`src/rtl/char_rx_packer_pkg.sv`:
```
// -----------------------------------------------------------------------------
// char_rx_packer_pkg
// Purpose : Shared definitions for the UDP byte-stream to 32-bit word packer.
//           Holds the FSM state encoding, default header constants, the bit
//           positions inside err_flags and the helper that left-aligns a
//           partially filled word.
// -----------------------------------------------------------------------------
package char_rx_packer_pkg;

  typedef enum logic [2:0] {
    ST_IDLE    = 3'd0,
    ST_HDR     = 3'd1,
    ST_PAYLOAD = 3'd2,
    ST_PAD     = 3'd3,
    ST_DROP    = 3'd4
  } state_t;

  localparam int          MAX_WORDS_DEF = 2048;
  localparam logic [15:0] MAGIC_DEF     = 16'hA55A;

  localparam int ERR_LEN   = 2;
  localparam int ERR_SHORT = 1;
  localparam int ERR_LONG  = 0;

  // The shift register holds the most recent bytes in its low lanes. When a
  // frame ends mid-word, move the received bytes to the top and fill the
  // unused low lanes with zeros so the first byte still lands in [31:24].
  // idx is the lane index of the byte just received (0 = first byte).
  function automatic logic [31:0] align_word(input logic [31:0] w,
                                             input logic [1:0]  idx);
    logic [31:0] r;
    case (idx)
      2'd0:    r = {w[7:0],  24'h0};
      2'd1:    r = {w[15:0], 16'h0};
      2'd2:    r = {w[23:0], 8'h0};
      default: r = w;
    endcase
    return r;
  endfunction

endpackage

```
`src/rtl/char_rx_packer.sv`:
```
// -----------------------------------------------------------------------------
// char_rx_packer
// Purpose : Validates a 4-byte frame header (MAGIC, LEN) on the UDP byte stream
//           and packs the payload big-endian into 32-bit words for the
//           character-overlay bitmap RAM. Exactly LEN words are emitted per
//           accepted frame; short frames are zero-padded so the downstream
//           free-running write address stays row-aligned.
// Ports   :
//   udp_clk    in   sole clock
//   rstn       in   asynchronous active-low reset
//   rx_valid   in   byte valid
//   rx_data    in   [7:0] byte
//   rx_sop     in   first byte of a UDP payload (qualified by rx_valid)
//   rx_eop     in   last byte of a UDP payload (qualified by rx_valid)
//   rx_ready   out  byte accepted when rx_valid && rx_ready
//   rec_en     out  word write strobe
//   rec_data   out  [31:0] packed word
//   frame_done out  pulse with the last word (data or pad) of a frame
//   err_flags  out  [2:0] sticky {len_err, short_err, long_err}
//   dbg_state  out  current FSM state, for observation only
//
// Handshake: a byte transfers on a rising edge where rx_valid && rx_ready.
// rx_ready is registered and never depends on rx_valid; rx_sop/rx_eop/rx_data
// are only meaningful on a transferring cycle.
// -----------------------------------------------------------------------------
module char_rx_packer
  import char_rx_packer_pkg::*;
#(
  parameter int          MAX_WORDS = MAX_WORDS_DEF,
  parameter logic [15:0] MAGIC     = MAGIC_DEF
) (
  input  logic        udp_clk,
  input  logic        rstn,
  input  logic        rx_valid,
  input  logic [7:0]  rx_data,
  input  logic        rx_sop,
  input  logic        rx_eop,
  output logic        rx_ready,
  output logic        rec_en,
  output logic [31:0] rec_data,
  output logic        frame_done,
  output logic [2:0]  err_flags,
  output state_t      dbg_state
);

  localparam logic [15:0] MAX_LEN = 16'(MAX_WORDS);

  state_t      r_state;
  logic [1:0]  r_hdr_idx;
  logic [1:0]  r_byte_idx;
  logic [15:0] r_len;
  logic [15:0] r_word_cnt;
  logic [31:0] r_shift;
  logic        r_rx_ready;
  logic        r_rec_en;
  logic [31:0] r_rec_data;
  logic        r_frame_done;
  logic [2:0]  r_err;

  logic        w_accept;
  logic [31:0] w_shift;
  logic [15:0] w_cnt_inc;
  logic [15:0] w_len_full;
  logic        w_len_bad;
  state_t      w_sop_state;

  assign w_accept   = rx_valid && r_rx_ready;
  assign w_shift    = {r_shift[23:0], rx_data};
  assign w_cnt_inc  = r_word_cnt + 16'd1;
  assign w_len_full = {r_len[15:8], rx_data};
  assign w_len_bad  = (w_len_full == 16'd0) || (w_len_full > MAX_LEN);
  // Where a start-of-payload byte leads, from any state that can accept one.
  // A single-byte payload cannot hold a header, so sop+eop returns to IDLE.
  assign w_sop_state = rx_eop                    ? ST_IDLE :
                       (rx_data == MAGIC[15:8])  ? ST_HDR  : ST_DROP;

  always_ff @(posedge udp_clk or negedge rstn) begin
    if (!rstn) begin
      r_state      <= ST_IDLE;
      r_hdr_idx    <= 2'd0;
      r_byte_idx   <= 2'd0;
      r_len        <= 16'd0;
      r_word_cnt   <= 16'd0;
      r_shift      <= 32'd0;
      r_rx_ready   <= 1'b1;
      r_rec_en     <= 1'b0;
      r_rec_data   <= 32'd0;
      r_frame_done <= 1'b0;
      r_err        <= 3'd0;
    end else begin
      r_rec_en     <= 1'b0;
      r_frame_done <= 1'b0;
      r_rx_ready   <= 1'b1;
      case (r_state)
        ST_IDLE: begin
          if (w_accept && rx_sop) begin
            r_state   <= w_sop_state;
            r_hdr_idx <= 2'd1;
          end
        end

        ST_HDR: begin
          if (w_accept) begin
            if (rx_sop) begin
              r_state   <= w_sop_state;
              r_hdr_idx <= 2'd1;
            end else begin
              case (r_hdr_idx)
                2'd1: begin
                  if (rx_data != MAGIC[7:0]) r_state <= rx_eop ? ST_IDLE : ST_DROP;
                  else if (rx_eop)           r_state <= ST_IDLE;
                  r_hdr_idx <= 2'd2;
                end
                2'd2: begin
                  r_len[15:8] <= rx_data;
                  r_hdr_idx   <= 2'd3;
                  if (rx_eop) r_state <= ST_IDLE;
                end
                default: begin
                  r_len      <= w_len_full;
                  r_byte_idx <= 2'd0;
                  r_word_cnt <= 16'd0;
                  if (w_len_bad) r_err[ERR_LEN] <= 1'b1;
                  r_state <= rx_eop    ? ST_IDLE :
                             w_len_bad ? ST_DROP : ST_PAYLOAD;
                end
              endcase
            end
          end
        end

        ST_PAYLOAD: begin
          if (w_accept) begin
            if (rx_sop) begin
              // New frame overrides the current one; the partial word is lost.
              r_err[ERR_SHORT] <= 1'b1;
              r_state          <= w_sop_state;
              r_hdr_idx        <= 2'd1;
            end else begin
              r_shift    <= w_shift;
              r_byte_idx <= r_byte_idx + 2'd1;
              if (r_byte_idx == 2'd3 || rx_eop) begin
                r_rec_en   <= 1'b1;
                r_rec_data <= align_word(w_shift, r_byte_idx);
                r_word_cnt <= w_cnt_inc;
                r_byte_idx <= 2'd0;
                if (w_cnt_inc == r_len) begin
                  r_frame_done <= 1'b1;
                  if (rx_eop) begin
                    r_state <= ST_IDLE;
                    // Ending on a partial last word still means bytes were missing.
                    if (r_byte_idx != 2'd3) r_err[ERR_SHORT] <= 1'b1;
                  end else begin
                    r_err[ERR_LONG] <= 1'b1;
                    r_state         <= ST_DROP;
                  end
                end else if (rx_eop) begin
                  r_err[ERR_SHORT] <= 1'b1;
                  r_state          <= ST_PAD;
                  r_rx_ready       <= 1'b0;
                end
              end
            end
          end
        end

        ST_PAD: begin
          // rx_ready stays low through the final pad word, so it is still low
          // in the cycle that word is presented.
          r_rx_ready <= 1'b0;
          r_rec_en   <= 1'b1;
          r_rec_data <= 32'd0;
          r_word_cnt <= w_cnt_inc;
          if (w_cnt_inc == r_len) begin
            r_frame_done <= 1'b1;
            r_state      <= ST_IDLE;
          end
        end

        ST_DROP: begin
          if (w_accept) begin
            if (rx_sop) begin
              r_state   <= w_sop_state;
              r_hdr_idx <= 2'd1;
            end else if (rx_eop) begin
              r_state <= ST_IDLE;
            end
          end
        end

        default: r_state <= ST_IDLE;
      endcase
    end
  end

  assign rx_ready   = r_rx_ready;
  assign rec_en     = r_rec_en;
  assign rec_data   = r_rec_data;
  assign frame_done = r_frame_done;
  assign err_flags  = r_err;
  assign dbg_state  = r_state;

endmodule

```
`config.mk`:
```
export PLATFORM = sky130hd
export DESIGN_NAME = char_rx_packer
export DESIGN_NICKNAME = d
export VERILOG_FILES = /design/src/rtl/char_rx_packer_pkg.sv /design/src/rtl/char_rx_packer.sv
export SDC_FILE = /design/constraint.sdc
export NUM_CORES = 1
export LEC_CHECK = 0
export ABC_AREA = 1
export CELL_PAD_IN_SITES_DETAIL_PLACEMENT = 1
export CELL_PAD_IN_SITES_GLOBAL_PLACEMENT = 1
export CORE_AREA = 8 8 167 90
export CTS_BUF_LIST = sky130_fd_sc_hd__clkbuf_8
export DETAILED_ROUTE_END_ITERATION = 12
export DIE_AREA = 0 0 175 98
export GPL_TIMING_DRIVEN = 0
export HOLD_SLACK_MARGIN = 0.08
export PLACE_DENSITY = 0.85
export SLEW_MARGIN = 20
export SYNTH_ARGS = -nofsm -noshare
export SYNTH_HDL_FRONTEND = slang
export SYNTH_SLANG_ARGS = --single-unit
```
`constraint.sdc`:
```
create_clock -name udp_clk -period 2.75 [get_ports udp_clk]
set_input_delay 0.4125 -clock udp_clk [delete_from_list [all_inputs] [get_ports udp_clk]]
set_output_delay 0.4125 -clock udp_clk [all_outputs]
set_load 0.05 [all_outputs]
```
## Word-level counts from Yosys, hierarchy flattened

Cells that the tools add are included.

| word-level totals | value |
|---|---|
| register bits after elaboration | 101 |
| latch bits | 0 |
| memory bits (writable) | 0 |
| bits in read-only memories | 0 |
| input port bits | 13 |
| output and inout bits | 41 |
| memories kept | 0 |

| cells by class | value |
|---|---|
| add/subtract/negate cells | 2 |
| multipliers | 0 |
| divide/modulo/power cells | 0 |
| $lt $le $gt $ge | 1 |
| eq/ne operators | 28 |
| shift operators | 0 |
| multiplexer cells | 69 |
| bitwise operators | 3 |
| reduce and logical (&&, ||, !) cells | 26 |

Operators by type and width:

| kind | number |
|---|---|
| two-way mux 16 bit | 6 |
| two-way mux 32 bit | 3 |
| one-hot mux 32 bit (3 select lines) | 1 |
| one-hot mux 32 bit (2 select lines) | 1 |
| two-way mux 3 bit | 18 |
| one-hot mux 16 bit (3 select lines) | 1 |
| two-way mux 2 bit | 12 |
| inequality test 2 bit, second input constant | 10 |
| two-way mux 1 bit | 19 |
| AND reduction 6 bit | 3 |
| adder 16 x 1 -> 16 bit, second input constant | 1 |
| == test 16 bit | 1 |
| greater-than comparator 16 x 12 -> 1 bit, second input constant | 1 |
| logical NOT 16 bit | 1 |
| one-hot mux 3 bit (5 select lines) | 1 |
| AND reduction 7 bit | 2 |
| AND reduction 4 bit | 3 |
| AND reduction 5 bit | 2 |
| == test 8 bit, second input constant | 1 |
| inequality test 8 x 7 -> 1 bit, second input constant | 1 |
| one-hot mux 2 bit (2 select lines) | 2 |
| nonzero test 2 bit | 4 |
| == test 2 bit, second input constant | 3 |
| == test 3 x 2 -> 1 bit, second input constant | 2 |
| other kinds (20) | 30 |

## Logic depth before layout (Yosys ltp)

Gate-level depths: netlist (run 1).

| depth | value |
|---|---|
| depth in word-level cells | 8 |
| depth in mapped cells | 16 |

## Worst setup path after synthesis (run 1)

Ideal clock, no wire load.

| timing path | value |
|---|---|
| kind | register to register |
| start | register r_state[1], in the netlist dbg_state[1] |
| end | register r_rec_data[10], in the netlist rec_data[10] |
| library setup time | 0.133 ns |
| arrival | 1.954 ns |
| setup slack | 0.663 ns |
| cell stages (with the launch flop) | 12 |
| cells stage by stage | dfrtp_1 inv_1 nor2_1 inv_1 nor2_4 inv_1 nor3_1 nor2_1 buf_2 clkbuf_1 nand2_1 o21ai_0 |

| between the ends | value |
|---|---|
| longest elaborated chain between the ends | 3 |

RTL lines:

| element | line | RTL |
|---|---|---|
| start, declared | char_rx_packer.sv:48 | `state_t r_state;` |
| start signal, assigned | char_rx_packer.sv:97 | `r_state <= w_sop_state;` |
| start signal, assigned | char_rx_packer.sv:105 | `r_state <= w_sop_state;` |
| start signal, assigned | char_rx_packer.sv:110 | `if (rx_data != MAGIC[7:0]) r_state <= rx_eop ? ST_IDLE : ST_DROP;` |
| == test 3 x 2 -> 1 bit | char_rx_packer.sv:94 | `case (r_state)` |
| inequality test 2 bit (no source line) or nonzero test 2 bit (tied branches) | n/a |  |
| AND reduction 4 bit (no source line) | n/a |  |
| end signal, assigned | char_rx_packer.sv:144 | `r_rec_data <= align_word(w_shift, r_byte_idx);` |
| end, declared | char_rx_packer.sv:56 | `logic [31:0] r_rec_data;` |

Parallel ways exist; a longest one is shown, timed or not.
A chain may end at the register's enable or synchronous reset.

## Worst setup path in the final report (run 1)

| timing path | value |
|---|---|
| start | register r_word_cnt[0] |
| end | register r_rx_ready, in the netlist rx_ready |

| between the ends | value |
|---|---|
| longest elaborated chain between the ends | 7 |

RTL lines:

| element | line | RTL |
|---|---|---|
| start, declared | char_rx_packer.sv:52 | `logic [15:0] r_word_cnt;` |
| start signal, assigned | char_rx_packer.sv:145 | `r_word_cnt <= w_cnt_inc;` |
| start signal, assigned | char_rx_packer.sv:173 | `r_word_cnt <= w_cnt_inc;` |
| adder 16 x 1 -> 16 bit | char_rx_packer.sv:69 | `assign w_cnt_inc = r_word_cnt + 16'd1;` |
| == test 16 bit | char_rx_packer.sv:147 | `if (w_cnt_inc == r_len) begin` |
| two-way mux 1 bit | char_rx_packer.sv:147 |  |
| two-way mux 1 bit | char_rx_packer.sv:142 | `if (r_byte_idx == 2'd3 \|\| rx_eop) begin` |
| two-way mux 1 bit | char_rx_packer.sv:134 | `if (rx_sop) begin` |
| two-way mux 1 bit | char_rx_packer.sv:133 | `if (w_accept) begin` |
| one-hot mux 1 bit (2 select lines) | char_rx_packer.sv:94 |  |
| end signal, assigned | char_rx_packer.sv:85 | `r_rx_ready <= 1'b1;` |
| end signal, assigned | char_rx_packer.sv:93 | `r_rx_ready <= 1'b1;` |
| end signal, assigned | char_rx_packer.sv:160 | `r_rx_ready <= 1'b0;` |
| end, declared | char_rx_packer.sv:54 | `logic r_rx_ready;` |

No other way between the ends.

==> flow_summary.ini, run 1 <==
[route]
first_pass_iters = 5
drc = 0
ant_nets = 0
via_per_inst = 5.75
wl_per_cell_um = 20.7
drt_iter0_markers = 557
routed_wl_um = 19700
vias = 5467

[pwr]
irDropWorstVdd_mv = 0.284
leakagePower_nw = 2.93
clkPwrFrac_pct = 18.8
swShare_pct = 45.4
seqPwrFrac_pct = 39.6
p_comb_share_pct = 41.6
power.switching_w = 0.00221
power_density_nw_per_um2 = 759
p_int_w = 0.00267

[cells_and_area]
final_core_util_pct = 49.6
final_common_cell = nand2_1
areaGrowthSynthToFinish_pct = 17.9
nets = 791
final_cell_mix = nand2_1 (176), o21ai_0 (119), dfrtp_1 (99), inv_1 (87)
final_area_sq_um = 6420
drive_gt1_share_pct = 6.71
num-fill-cells = 1628
final_cells = 951
insertedDiodeCount = 0

[critical_path]
required_ps = 3040
path_delay_family = simple AND/OR/NAND/NOR gates
critPathMaxStageDelay_ps = 440
crit_fanout = 6
start_kind = register
crit_buf_inv = 1
crit_type = register to register
endpoint_kind = register
crit_slowest_cell = dfrtp_2
worstPathCellList = ha_1, nand3_1, nor2_1, nand2_1, nand3_1, nand2_1, nor4_2, nand4_1, nor2_2, inv_1, a21oi_1
cp.arrival_ps = 2850

[die]
ioPinCount = 54
fp.coreArea_sq_um = 12900
dieArea_sq_um = 17200
start_util_pct = 42.1
rows = 30
die_w_um = 175
die_h_um = 98

[global_route]
grt_pass1_wl_um = 31700
grt_remaining_overflow = 0
grt_max_degree = 80
grt_pass1_vias = 5633
grt_util_all_layers_pct = 23.4
antenna_found_initial = 1

[synthesis]
ys_seq_area_share_pct = 46.4
synth_flop_cell = dfrtp_1
synthArstFlopShare_pct = 100
syn_nets = 727
synth_cells = 707
synth_top_area_cell = dfrtp_1
avgSynthCellArea_sq_um = 7.71
synth_edf_count = 0
ys_types = 40
yosys_warnings = 0
synth_area_sq_um = 5450
synth_top_area_share_pct = 45.9
synthTopCellsByArea = dfrtp_1 (46%), nand2_1 (12%), o21ai_0 (11%)
ys_ff_latch = 101

[sta]
fin_crit_sh_pct = 92.9
hold_viol = 0
rsz0062_at_grt = false
min_period_ps = 2560
worst_pin_slew_ps = 800
hold-worst-slack_ps = 453
setup_viol = 0
finalMaxSlewViolations = 0
fmax_ghz = 0.391
slew_headroom_pct = 46.7
finalClockSkew_ps = 11.9

[clocking]
h-tree-depth = 3
cts-buffers-inserted = 9
clkTransAtPathRegs_ps = 110
cts_root_buf = clkbuf_8
max-clock-path-buffers = 2
clock-sinks = 101
cts_tree = yes
clk_latency_ps = 380

[run]
cap_viol_max_count = 0

[placement]
dpl.cell_count = 935
globalplace.congestion = 0.938
place_area_sq_um = 6210
io_buffers = 51
dpl.hpwl_um = 15200

[worst_hold_path]
hold_class = primary input to asynchronous set/reset pin

[run_status]
status = completed
[cell usage after synthesis (4+ instances only)]
cell type	n
clkbuf_1	19
nand2_1	176
o221ai_1	8
dfrtp_1	100
o211ai_1	10
nor2_2	4
ha_1	7
nand4_1	17
nor3_1	5
a21oi_1	7
inv_1	87
nand2_2	9
o22ai_1	15
nor2_4	4
nand3_1	50
o21ai_0	119
nor4_1	4
nor2_1	35
[timing repair]
item                                   in CTS  in global routing
hold buffers                                1                  0
setup endpoints to repair                   0                 19
endpoints found under the hold margin      21                  0
resized for setup                           0                  8
setup buffers                               0                  0
[registers in the layout, indices dropped and copies added, names as in the netlist]
signal	cells
rec_data	32
r_word_cnt	16
dbg_state	3
r_hdr_idx	2
r_len	16
rx_ready	1
rec_en	1
err_flags	3
r_byte_idx	2
r_shift	24
frame_done	1
[through the flow]
stage                     total power (W)  setup TNS [ps]  setup WS (ps)
after floorplan                   0.00322               0            663
after global placement            0.00380         -264520          -2620
after detailed placement          0.00391           -1630           -184
after CTS                         0.00483               0           51.6
after global routing              0.00518               0           42.4
final                             0.00488               0            195
[per-layer routing]
layer / part of all wire [%] / GRT usage (%) / up-vias / routed length, um
met5: 0.061 / 0 / - / 12
met4: 0.98 / 5.05 / 2 / 194
met3: 10 / 7.36 / 22 / 2050
met2: 40 / 31.9 / 259 / 7940
met1: 48 / 35.0 / 2708 / 9530
li1: - / - / 2476 / -
[area by class of cell]
class | count | area, sq um | share of cell area (%)
inverter | 90 | 338 | 5.26
multi-input combinational | 492 | 2510 | 39.0
buffer | 24 | 101 | 1.58
sequential | 101 | 2530 | 39.4
timing repair buffer | 53 | 549 | 8.55
tap | 176 | 220 | 3.43
clock buffer | 9 | 124 | 1.93
clock inverter | 6 | 56.3 | 0.876
[cells by family (layout without fill, tap and decap cells)]
group / count (synthesis) / count (layout) / synth area share, %
buffers and inverters: 114 / 182 / 8.03
AND/OR/NAND/NOR: 313 / 313 / 26.2
flip-flops: 101 / 101 / 46.4
AO/OA/AOI/OAI: 168 / 168 / 17.1
XOR/XNOR: 4 / 4 / 0.643
adder cells (fa/ha/maj): 7 / 7 / 1.61
[worst paths after layout]
| check | from | endpoint | slack (ps) | cells after the start |
|---|---|---|---|---|
| max | r_word_cnt[0] | rx_ready | 190 | 11 |
| min | rstn | rec_data[26] | 450 | 2 |
| max in group asynchronous | rstn | r_word_cnt[0] | 1600 | 3 |
| min reg2reg | err_flags[1] | err_flags[1] | 490 | 2 |
| min in group udp_clk | rx_eop | dbg_state[1] | 470 | 4 |
| max reg2reg | r_word_cnt[0] | rx_ready | 190 | 11 |
[power groups by stage]
stage	sequential (W)	combinational [W]	clock, W
final	0.00193	0.00203	0.000918
after global routing	0.00196	0.00223	0.000991
after CTS	0.00192	0.00197	0.000942
after detailed placement	0.00195	0.00196	0
after global placement	0.00192	0.00187	0
after floorplan	0.00197	0.00125	0
Note: power is estimated with default switching activity, not from simulation.
==> run 2, diff against run 1 <==
--- a/config.mk
+++ b/config.mk
@@ -6,6 +6,7 @@
 export NUM_CORES = 1
 export LEC_CHECK = 0
 export ABC_AREA = 1
+export CAP_MARGIN = 20
 export CELL_PAD_IN_SITES_DETAIL_PLACEMENT = 1
 export CELL_PAD_IN_SITES_GLOBAL_PLACEMENT = 1
 export CORE_AREA = 8 8 167 90
==> results of run 2 <==
No change in the layout: final DEF, timing and power equal those of run 1.
